### src/rtl/cpu_types_pkg.sv
// Shared core types for the CDB result path: packet layout, requester count and indices.
package cpu_types_pkg;

  localparam int CDB_NUM_REQ  = 3;
  localparam int CDB_REQ_ALU  = 0;
  localparam int CDB_REQ_BR   = 1;
  localparam int CDB_REQ_LSU  = 2;

  localparam int CDB_PTAG_W   = 6;
  localparam int CDB_ROBTAG_W = 6;
  localparam int CDB_DATA_W   = 32;

  typedef struct packed {
    logic [CDB_PTAG_W-1:0]   ptag;
    logic [CDB_ROBTAG_W-1:0] robtag;
    logic [CDB_DATA_W-1:0]   data;
    logic                    wen;
  } cdb_packet_t;

endpackage

### src/rtl/cdb_arbiter_if.sv
// Requester-side and broadcast-side signals of the CDB arbiter; slave = arbiter, master = core/bench.
interface cdb_arbiter_if #(
  parameter int NUM_REQ  = 3,
  parameter int PTAG_W   = 6,
  parameter int ROBTAG_W = 6,
  parameter int DATA_W   = 32
);
  localparam int SRC_W = (NUM_REQ > 1) ? $clog2(NUM_REQ) : 1;

  logic                               flush_i;
  logic [NUM_REQ-1:0]                 req_valid_i;
  logic [NUM_REQ-1:0]                 req_ready_o;
  logic [NUM_REQ-1:0][PTAG_W-1:0]     req_ptag_i;
  logic [NUM_REQ-1:0][ROBTAG_W-1:0]   req_robtag_i;
  logic [NUM_REQ-1:0][DATA_W-1:0]     req_data_i;
  logic [NUM_REQ-1:0]                 req_wen_i;

  logic                               cdb_valid_o;
  logic [PTAG_W-1:0]                  cdb_ptag_o;
  logic [ROBTAG_W-1:0]                cdb_robtag_o;
  logic [DATA_W-1:0]                  cdb_data_o;
  logic                               cdb_wen_o;
  logic [SRC_W-1:0]                   cdb_src_o;

  modport master (
    output flush_i, req_valid_i, req_ptag_i, req_robtag_i, req_data_i, req_wen_i,
    input  req_ready_o, cdb_valid_o, cdb_ptag_o, cdb_robtag_o, cdb_data_o, cdb_wen_o, cdb_src_o
  );

  modport slave (
    input  flush_i, req_valid_i, req_ptag_i, req_robtag_i, req_data_i, req_wen_i,
    output req_ready_o, cdb_valid_o, cdb_ptag_o, cdb_robtag_o, cdb_data_o, cdb_wen_o, cdb_src_o
  );
endinterface

### src/rtl/cdb_hold_slot.sv
// One-entry result holding register; flush beats accept, accept beats grant (reload-on-grant).
module cdb_hold_slot
  import cpu_types_pkg::*;
(
  input  logic        clk,
  input  logic        rst,
  input  logic        accept,
  input  logic        grant,
  input  logic        flush,
  input  cdb_packet_t din,
  output logic        full,
  output cdb_packet_t dout
);

  always_ff @(posedge clk or negedge rst) begin
    if (!rst) begin
      full <= 1'b0;
      dout <= '0;
    end else if (flush) begin
      full <= 1'b0;
    end else if (accept) begin
      full <= 1'b1;
      dout <= din;
    end else if (grant) begin
      full <= 1'b0;
    end
  end

endmodule

### src/rtl/cdb_arbiter.sv
// CDB arbiter: one grant per cycle over per-requester hold slots, registered broadcast 2 cycles after accept;
// no downstream backpressure, requesters stall only on a full ungranted slot. CDB_ARB_FIXED_PRIO_EN selects fixed priority.
module cdb_arbiter
  import cpu_types_pkg::*;
#(
  parameter int NUM_REQ  = CDB_NUM_REQ,
  parameter int PTAG_W   = CDB_PTAG_W,
  parameter int ROBTAG_W = CDB_ROBTAG_W,
  parameter int DATA_W   = CDB_DATA_W
)(
  input  logic          clk,
  input  logic          rst,
  cdb_arbiter_if.slave  bus
);

  localparam int SRC_W = (NUM_REQ > 1) ? $clog2(NUM_REQ) : 1;

  logic [NUM_REQ-1:0] slot_full;
  logic [NUM_REQ-1:0] grant;
  logic [NUM_REQ-1:0] accept;
  cdb_packet_t        slot_pkt [NUM_REQ];
  cdb_packet_t        sel_pkt;
  logic               gnt_any;
  logic [SRC_W-1:0]   gnt_idx;

  logic               valid_q;
  logic               wen_q;
  logic [PTAG_W-1:0]  ptag_q;
  logic [ROBTAG_W-1:0] robtag_q;
  logic [DATA_W-1:0]  data_q;
  logic [SRC_W-1:0]   src_q;

  // Ready ignores valid so upstream can compute it without a combinational loop.
  assign bus.req_ready_o = ~slot_full | grant | {NUM_REQ{bus.flush_i}};
  assign accept          = bus.req_valid_i & bus.req_ready_o;

  for (genvar i = 0; i < NUM_REQ; i++) begin : g_slot
    cdb_hold_slot u_slot (
      .clk    (clk),
      .rst    (rst),
      .accept (accept[i]),
      .grant  (grant[i]),
      .flush  (bus.flush_i),
      .din    ('{ptag:   bus.req_ptag_i[i],
                 robtag: bus.req_robtag_i[i],
                 data:   bus.req_data_i[i],
                 wen:    bus.req_wen_i[i]}),
      .full   (slot_full[i]),
      .dout   (slot_pkt[i])
    );
  end

`ifdef CDB_ARB_FIXED_PRIO_EN
  always_comb begin
    gnt_any = 1'b0;
    gnt_idx = '0;
    for (int i = NUM_REQ - 1; i >= 0; i--) begin
      if (slot_full[i]) begin
        gnt_any = 1'b1;
        gnt_idx = SRC_W'(i);
      end
    end
    if (bus.flush_i) gnt_any = 1'b0;
  end
`else
  logic [SRC_W-1:0] rr_ptr;

  // Walk the search order backwards so the earliest candidate after rr_ptr is the last written.
  always_comb begin
    int idx;
    idx     = 0;
    gnt_any = 1'b0;
    gnt_idx = '0;
    for (int k = NUM_REQ - 1; k >= 0; k--) begin
      idx = int'(rr_ptr) + k;
      if (idx >= NUM_REQ) idx = idx - NUM_REQ;
      if (slot_full[idx]) begin
        gnt_any = 1'b1;
        gnt_idx = SRC_W'(idx);
      end
    end
    if (bus.flush_i) gnt_any = 1'b0;
  end

  always_ff @(posedge clk or negedge rst) begin
    if (!rst) begin
      rr_ptr <= '0;
    end else if (gnt_any) begin
      rr_ptr <= (gnt_idx == SRC_W'(NUM_REQ - 1)) ? '0 : gnt_idx + 1'b1;
    end
  end
`endif

  always_comb begin
    grant   = '0;
    sel_pkt = '0;
    for (int i = 0; i < NUM_REQ; i++) begin
      grant[i] = gnt_any && (gnt_idx == SRC_W'(i));
      if (grant[i]) sel_pkt = slot_pkt[i];
    end
  end

  always_ff @(posedge clk or negedge rst) begin
    if (!rst) begin
      valid_q  <= 1'b0;
      wen_q    <= 1'b0;
      ptag_q   <= '0;
      robtag_q <= '0;
      data_q   <= '0;
      src_q    <= '0;
    end else if (gnt_any) begin
      valid_q  <= 1'b1;
      wen_q    <= sel_pkt.wen;
      ptag_q   <= sel_pkt.ptag;
      robtag_q <= sel_pkt.robtag;
      data_q   <= sel_pkt.data;
      src_q    <= gnt_idx;
    end else begin
      valid_q  <= 1'b0;
      wen_q    <= 1'b0;
    end
  end

  assign bus.cdb_valid_o  = valid_q;
  assign bus.cdb_wen_o    = wen_q;
  assign bus.cdb_ptag_o   = ptag_q;
  assign bus.cdb_robtag_o = robtag_q;
  assign bus.cdb_data_o   = data_q;
  assign bus.cdb_src_o    = src_q;

endmodule

### src/flat_wrapper.sv
// flat-port wrapper written by rule: the top's interface ports become plain ports
module cdb_arbiter_flat import cpu_types_pkg::*;
#(
  parameter int NUM_REQ  = CDB_NUM_REQ,
  parameter int PTAG_W   = CDB_PTAG_W,
  parameter int ROBTAG_W = CDB_ROBTAG_W,
  parameter int DATA_W   = CDB_DATA_W
)
  (clk, rst, bus_flush_i, bus_req_valid_i, bus_req_ptag_i, bus_req_robtag_i, bus_req_data_i, bus_req_wen_i, bus_req_ready_o, bus_cdb_valid_o, bus_cdb_ptag_o, bus_cdb_robtag_o, bus_cdb_data_o, bus_cdb_wen_o, bus_cdb_src_o);
  cdb_arbiter_if #(.NUM_REQ(NUM_REQ), .PTAG_W(PTAG_W), .ROBTAG_W(ROBTAG_W), .DATA_W(DATA_W)) bus_i ();
  input  logic clk;
  input  logic rst;
  input wire logic [$bits(bus_i.flush_i)-1:0] bus_flush_i;
  input wire logic [$bits(bus_i.req_valid_i)-1:0] bus_req_valid_i;
  input wire logic [$bits(bus_i.req_ptag_i)-1:0] bus_req_ptag_i;
  input wire logic [$bits(bus_i.req_robtag_i)-1:0] bus_req_robtag_i;
  input wire logic [$bits(bus_i.req_data_i)-1:0] bus_req_data_i;
  input wire logic [$bits(bus_i.req_wen_i)-1:0] bus_req_wen_i;
  output wire logic [$bits(bus_i.req_ready_o)-1:0] bus_req_ready_o;
  output wire logic [$bits(bus_i.cdb_valid_o)-1:0] bus_cdb_valid_o;
  output wire logic [$bits(bus_i.cdb_ptag_o)-1:0] bus_cdb_ptag_o;
  output wire logic [$bits(bus_i.cdb_robtag_o)-1:0] bus_cdb_robtag_o;
  output wire logic [$bits(bus_i.cdb_data_o)-1:0] bus_cdb_data_o;
  output wire logic [$bits(bus_i.cdb_wen_o)-1:0] bus_cdb_wen_o;
  output wire logic [$bits(bus_i.cdb_src_o)-1:0] bus_cdb_src_o;
  assign bus_i.flush_i = bus_flush_i;
  assign bus_i.req_valid_i = bus_req_valid_i;
  assign bus_i.req_ptag_i = bus_req_ptag_i;
  assign bus_i.req_robtag_i = bus_req_robtag_i;
  assign bus_i.req_data_i = bus_req_data_i;
  assign bus_i.req_wen_i = bus_req_wen_i;
  assign bus_req_ready_o = bus_i.req_ready_o;
  assign bus_cdb_valid_o = bus_i.cdb_valid_o;
  assign bus_cdb_ptag_o = bus_i.cdb_ptag_o;
  assign bus_cdb_robtag_o = bus_i.cdb_robtag_o;
  assign bus_cdb_data_o = bus_i.cdb_data_o;
  assign bus_cdb_wen_o = bus_i.cdb_wen_o;
  assign bus_cdb_src_o = bus_i.cdb_src_o;
  cdb_arbiter #(.NUM_REQ(NUM_REQ), .PTAG_W(PTAG_W), .ROBTAG_W(ROBTAG_W), .DATA_W(DATA_W)) u_core (.clk(clk), .rst(rst), .bus(bus_i));
endmodule
### config.mk
export PLATFORM = sky130hd
export DESIGN_NAME = cdb_arbiter_flat
export DESIGN_NICKNAME = d
export VERILOG_FILES = /design/src/rtl/cpu_types_pkg.sv /design/src/rtl/cdb_arbiter_if.sv /design/src/rtl/cdb_hold_slot.sv /design/src/rtl/cdb_arbiter.sv /design/src/flat_wrapper.sv
export SDC_FILE = /design/constraint.sdc
export NUM_CORES = 1
export LEC_CHECK = 0
export CORE_ASPECT_RATIO = 0.6
export CORE_MARGIN = 2
export CORE_UTILIZATION = 45
export DETAILED_ROUTE_END_ITERATION = 6
export GPL_TIMING_DRIVEN = 0
export MAX_ROUTING_LAYER = met4
export PLACE_DENSITY = 0.72
export SLEW_MARGIN = 40
export SYNTH_ARGS = -nofsm -noshare
export SYNTH_HDL_FRONTEND = slang
export SYNTH_SLANG_ARGS = --single-unit
### constraint.sdc
create_clock -name clk -period 6.6 [get_ports clk]
set_input_delay 1.32 -clock clk [delete_from_list [all_inputs] [get_ports clk]]
set_output_delay 1.32 -clock clk [all_outputs]
set_load 0.1 [all_outputs]
==> reports/metrics.cfg <==
[status]
status=finished clean

[cts]
clk_pin_slew_worst_paths_ns=0.07
cts_setup_buffers=0
cts_tree=done
cts_sinks=188
cts_buffer_depth=2
cts_max_level=4
cts-root-buf=clkbuf_16
holdBufCountCts=0
cts_buffers=17
clock_latency_ns=0.43
ctsResizeCount=0

[sta]
min_period_over_period_pct=67.7
hold_violations=0
worst_slew_pin_slew_ns=0.619
setup_ws_ns=2.13
skew_ns=0.0128
slew_violations=0
period_minus_slack_ns=4.47
fmax_mhz=224
setup_violations=0
hold_ws_ns=0.490
rsz0062_at_grt=false
maxSlewHeadroom_pct=58.8

[floorplan]
design.core.area_sq_um=17400
fp.dieW_um=177
io_pins=192
rows=37
dieHeight_um=108
dieArea_sq_um=19100
start_util_pct=46.6

[power_and_ir_drop]
worst_ir_drop_vdd_mv=0.305
p_leak_nw=4.59
finalPower_mw=5.24
cellPowerDensity_nw_per_um2=487

[grt]
grt_pass1_wl_um=34200
grt_max_degree=80
overflow=0
first_global_vias=6081
antenna_found_initial=0
grt_usage_pct=24.6

[synth]
netlist_area_sq_um=8110
syn_inst=607
ys_types=44
synth_flop_cell=dfrtp_1
ys_async_sr_fraction_pct=100
avgSynthCellArea_sq_um=13.4
ys_ff_latch=188
syn_nets=751
synth_warnings=0
ys_seq_area_share_pct=58.0
synth_edf_count=0
synth_top_cell_area_share_pct=58.0
yosysTopAreaCell=dfrtp_1
synthTopCellsByArea=dfrtp_1 (58%), mux2_1 (12%), mux2_2 (6.7%)

[worst_setup_path]
critical_path_buf_inv_count=2
cp-end-kind=output port
crit_chain=clkdlybuf4s50_1 -> a31oi_1 -> o21ai_1 -> o21bai_2 -> nand3_1 -> buf_2
cpPeakStageDelay_ns=0.52
path_delay_family=buffers and inverters
cp_slowest_cell=clkdlybuf4s50_1
critPathLaunchType=primary input
crit_type=in2out
arrival_ns=3.15
crit_required_ns=5.28
crit_fanout=5

[cells_and_area]
drive_gt1_share_pct=21.3
diodes=0
fin_nets=963
area_growth_syn_to_layout_pct=32.7
fin_util_pct=61.8
final_cells=1066

[route]
wl_per_cell_um=20.4
vias=5746
ant_nets=0
drc=0
drt-initial-drc-count=283
drt-pass1-iter-count=5
wirelength_um=21800
vias_per_cell=5.39

[hold_path]
hold_path.class=reg2reg

[flow_run]
cap_violations=0

[place]
dp_worst_setup_slack_ns=2.19
placed_cells=1034
dp_hpwl_um=16000
port_buffers=191
gp_congestion=0.811

==> power breakdown <==
part	total, mW	switching (mW)	internal (mW)	leakage, nW
clock network	1.11	0.452	0.658	0.314
logic	2.35	1.68	0.664	2.02
registers	1.78	0.228	1.55	2.25
total	5.24	2.36	2.88	4.59
==> metrics by stage <==
| step | TNS (ns) | instance area [sq um] |
|---|---|---|
| global placement | -582.54 | 10300 |
| global route | 0 | 10800 |
| detailed placement | 0 | 10100 |
| CTS | 0 | 10800 |
| finish | 0 | 10800 |
| floorplan | 0 | 8110 |
==> metal layers <==
layer,part of all wire (%),vias to the layer above,global-route usage [%]
li1,-,2603,-
met4,0.89,0,5.39
met2,44,188,35.3
met3,6.3,19,5.20
met1,49,2936,36.0
met5,0,-,-
==> cell usage after synthesis, types with 2 or more instances <==
cell / number
o211ai_1: 44
buf_4: 16
o22ai_1: 2
nand3_1: 46
o21a_1: 3
a21bo_2: 2
ha_1: 3
mux2_2: 48
o21ai_0: 5
clkbuf_1: 13
nand2_1: 49
buf_2: 6
mux2i_1: 46
dfrtp_1: 188
buf_6: 5
inv_2: 3
a21oi_1: 4
nor2_1: 4
inv_1: 6
nand2b_1: 3
nor2b_1: 2
mux2_1: 87
==> cell families after synthesis <==
group / after synthesis / synth area share [%]
DFF: 188 / 58.0
adders and majority gates: 3 / 0.463
buffers and inverters: 50 / 3.61
and+or+nand+nor: 113 / 6.60
muxes: 181 / 24.4
AOI/OAI and AO/OA: 72 / 6.88
==> layout by cell type (no fill, tap or decap), types with 2 or more instances in the layout <==
master and instances:
dfrtp_1 188, a21bo_2 2, buf_6 5, nand2b_1 3
a21oi_1 4, ha_1 3, inv_2 3, mux2_2 48
nand3_1 46, mux2_1 87, clkbuf_8 2, clkbuf_1 13
o21ai_0 5, inv_1 6, mux2i_1 46, clkinv_4 2
o211ai_1 44, bufinv_16 4, inv_6 3, nand2_1 49
clkbuf_16 17, clkdlybuf4s50_1 139, nor2b_1 2, buf_2 57
clkinv_2 3, buf_16 2, buf_4 16, o21a_1 3
nor2_1 4
==> flip-flops by register name (all words and copies together), names as in the netlist <==
signal                     cells
u_core.bus.cdb_robtag_o        6
u_core.bus.cdb_data_o         32
u_core.g_slot.u_slot.full      3
u_core.bus.cdb_valid_o         1
u_core.rr_ptr                  2
u_core.bus.cdb_wen_o           1
u_core.bus.cdb_src_o           2
u_core.g_slot.u_slot.dout    135
u_core.bus.cdb_ptag_o          6
==> area by class of cell <==
class,instances,area (sq um)
fill,1362,6640
sequential,188,4700
multi-input combinational,369,3120
timing repair buffer,193,1720
clock buffer,19,453
tap,234,293
buffer,41,259
clock inverter,13,186
inverter,9,33.8
==> final timing paths <==
check	to	slack, ns	from	cells past startpoint
setup / recovery	bus_req_ready_o[1]	2.13	bus_flush_i	6
hold / removal	u_core.g_slot[1].u_slot.dout[13]	0.49	u_core.g_slot[1].u_slot.dout[13]	1
setup reg to reg	u_core.g_slot[1].u_slot.dout[42]	3.55	u_core.rr_ptr[0]	10
hold reg to reg	u_core.g_slot[1].u_slot.dout[13]	0.49	u_core.g_slot[1].u_slot.dout[13]	1
max in group asynchronous	u_core.bus.cdb_data_o[23]	5.13	rst	2
min in group asynchronous	u_core.bus.cdb_wen_o	0.78	rst	1
Power figures use the tool's default switching activity.
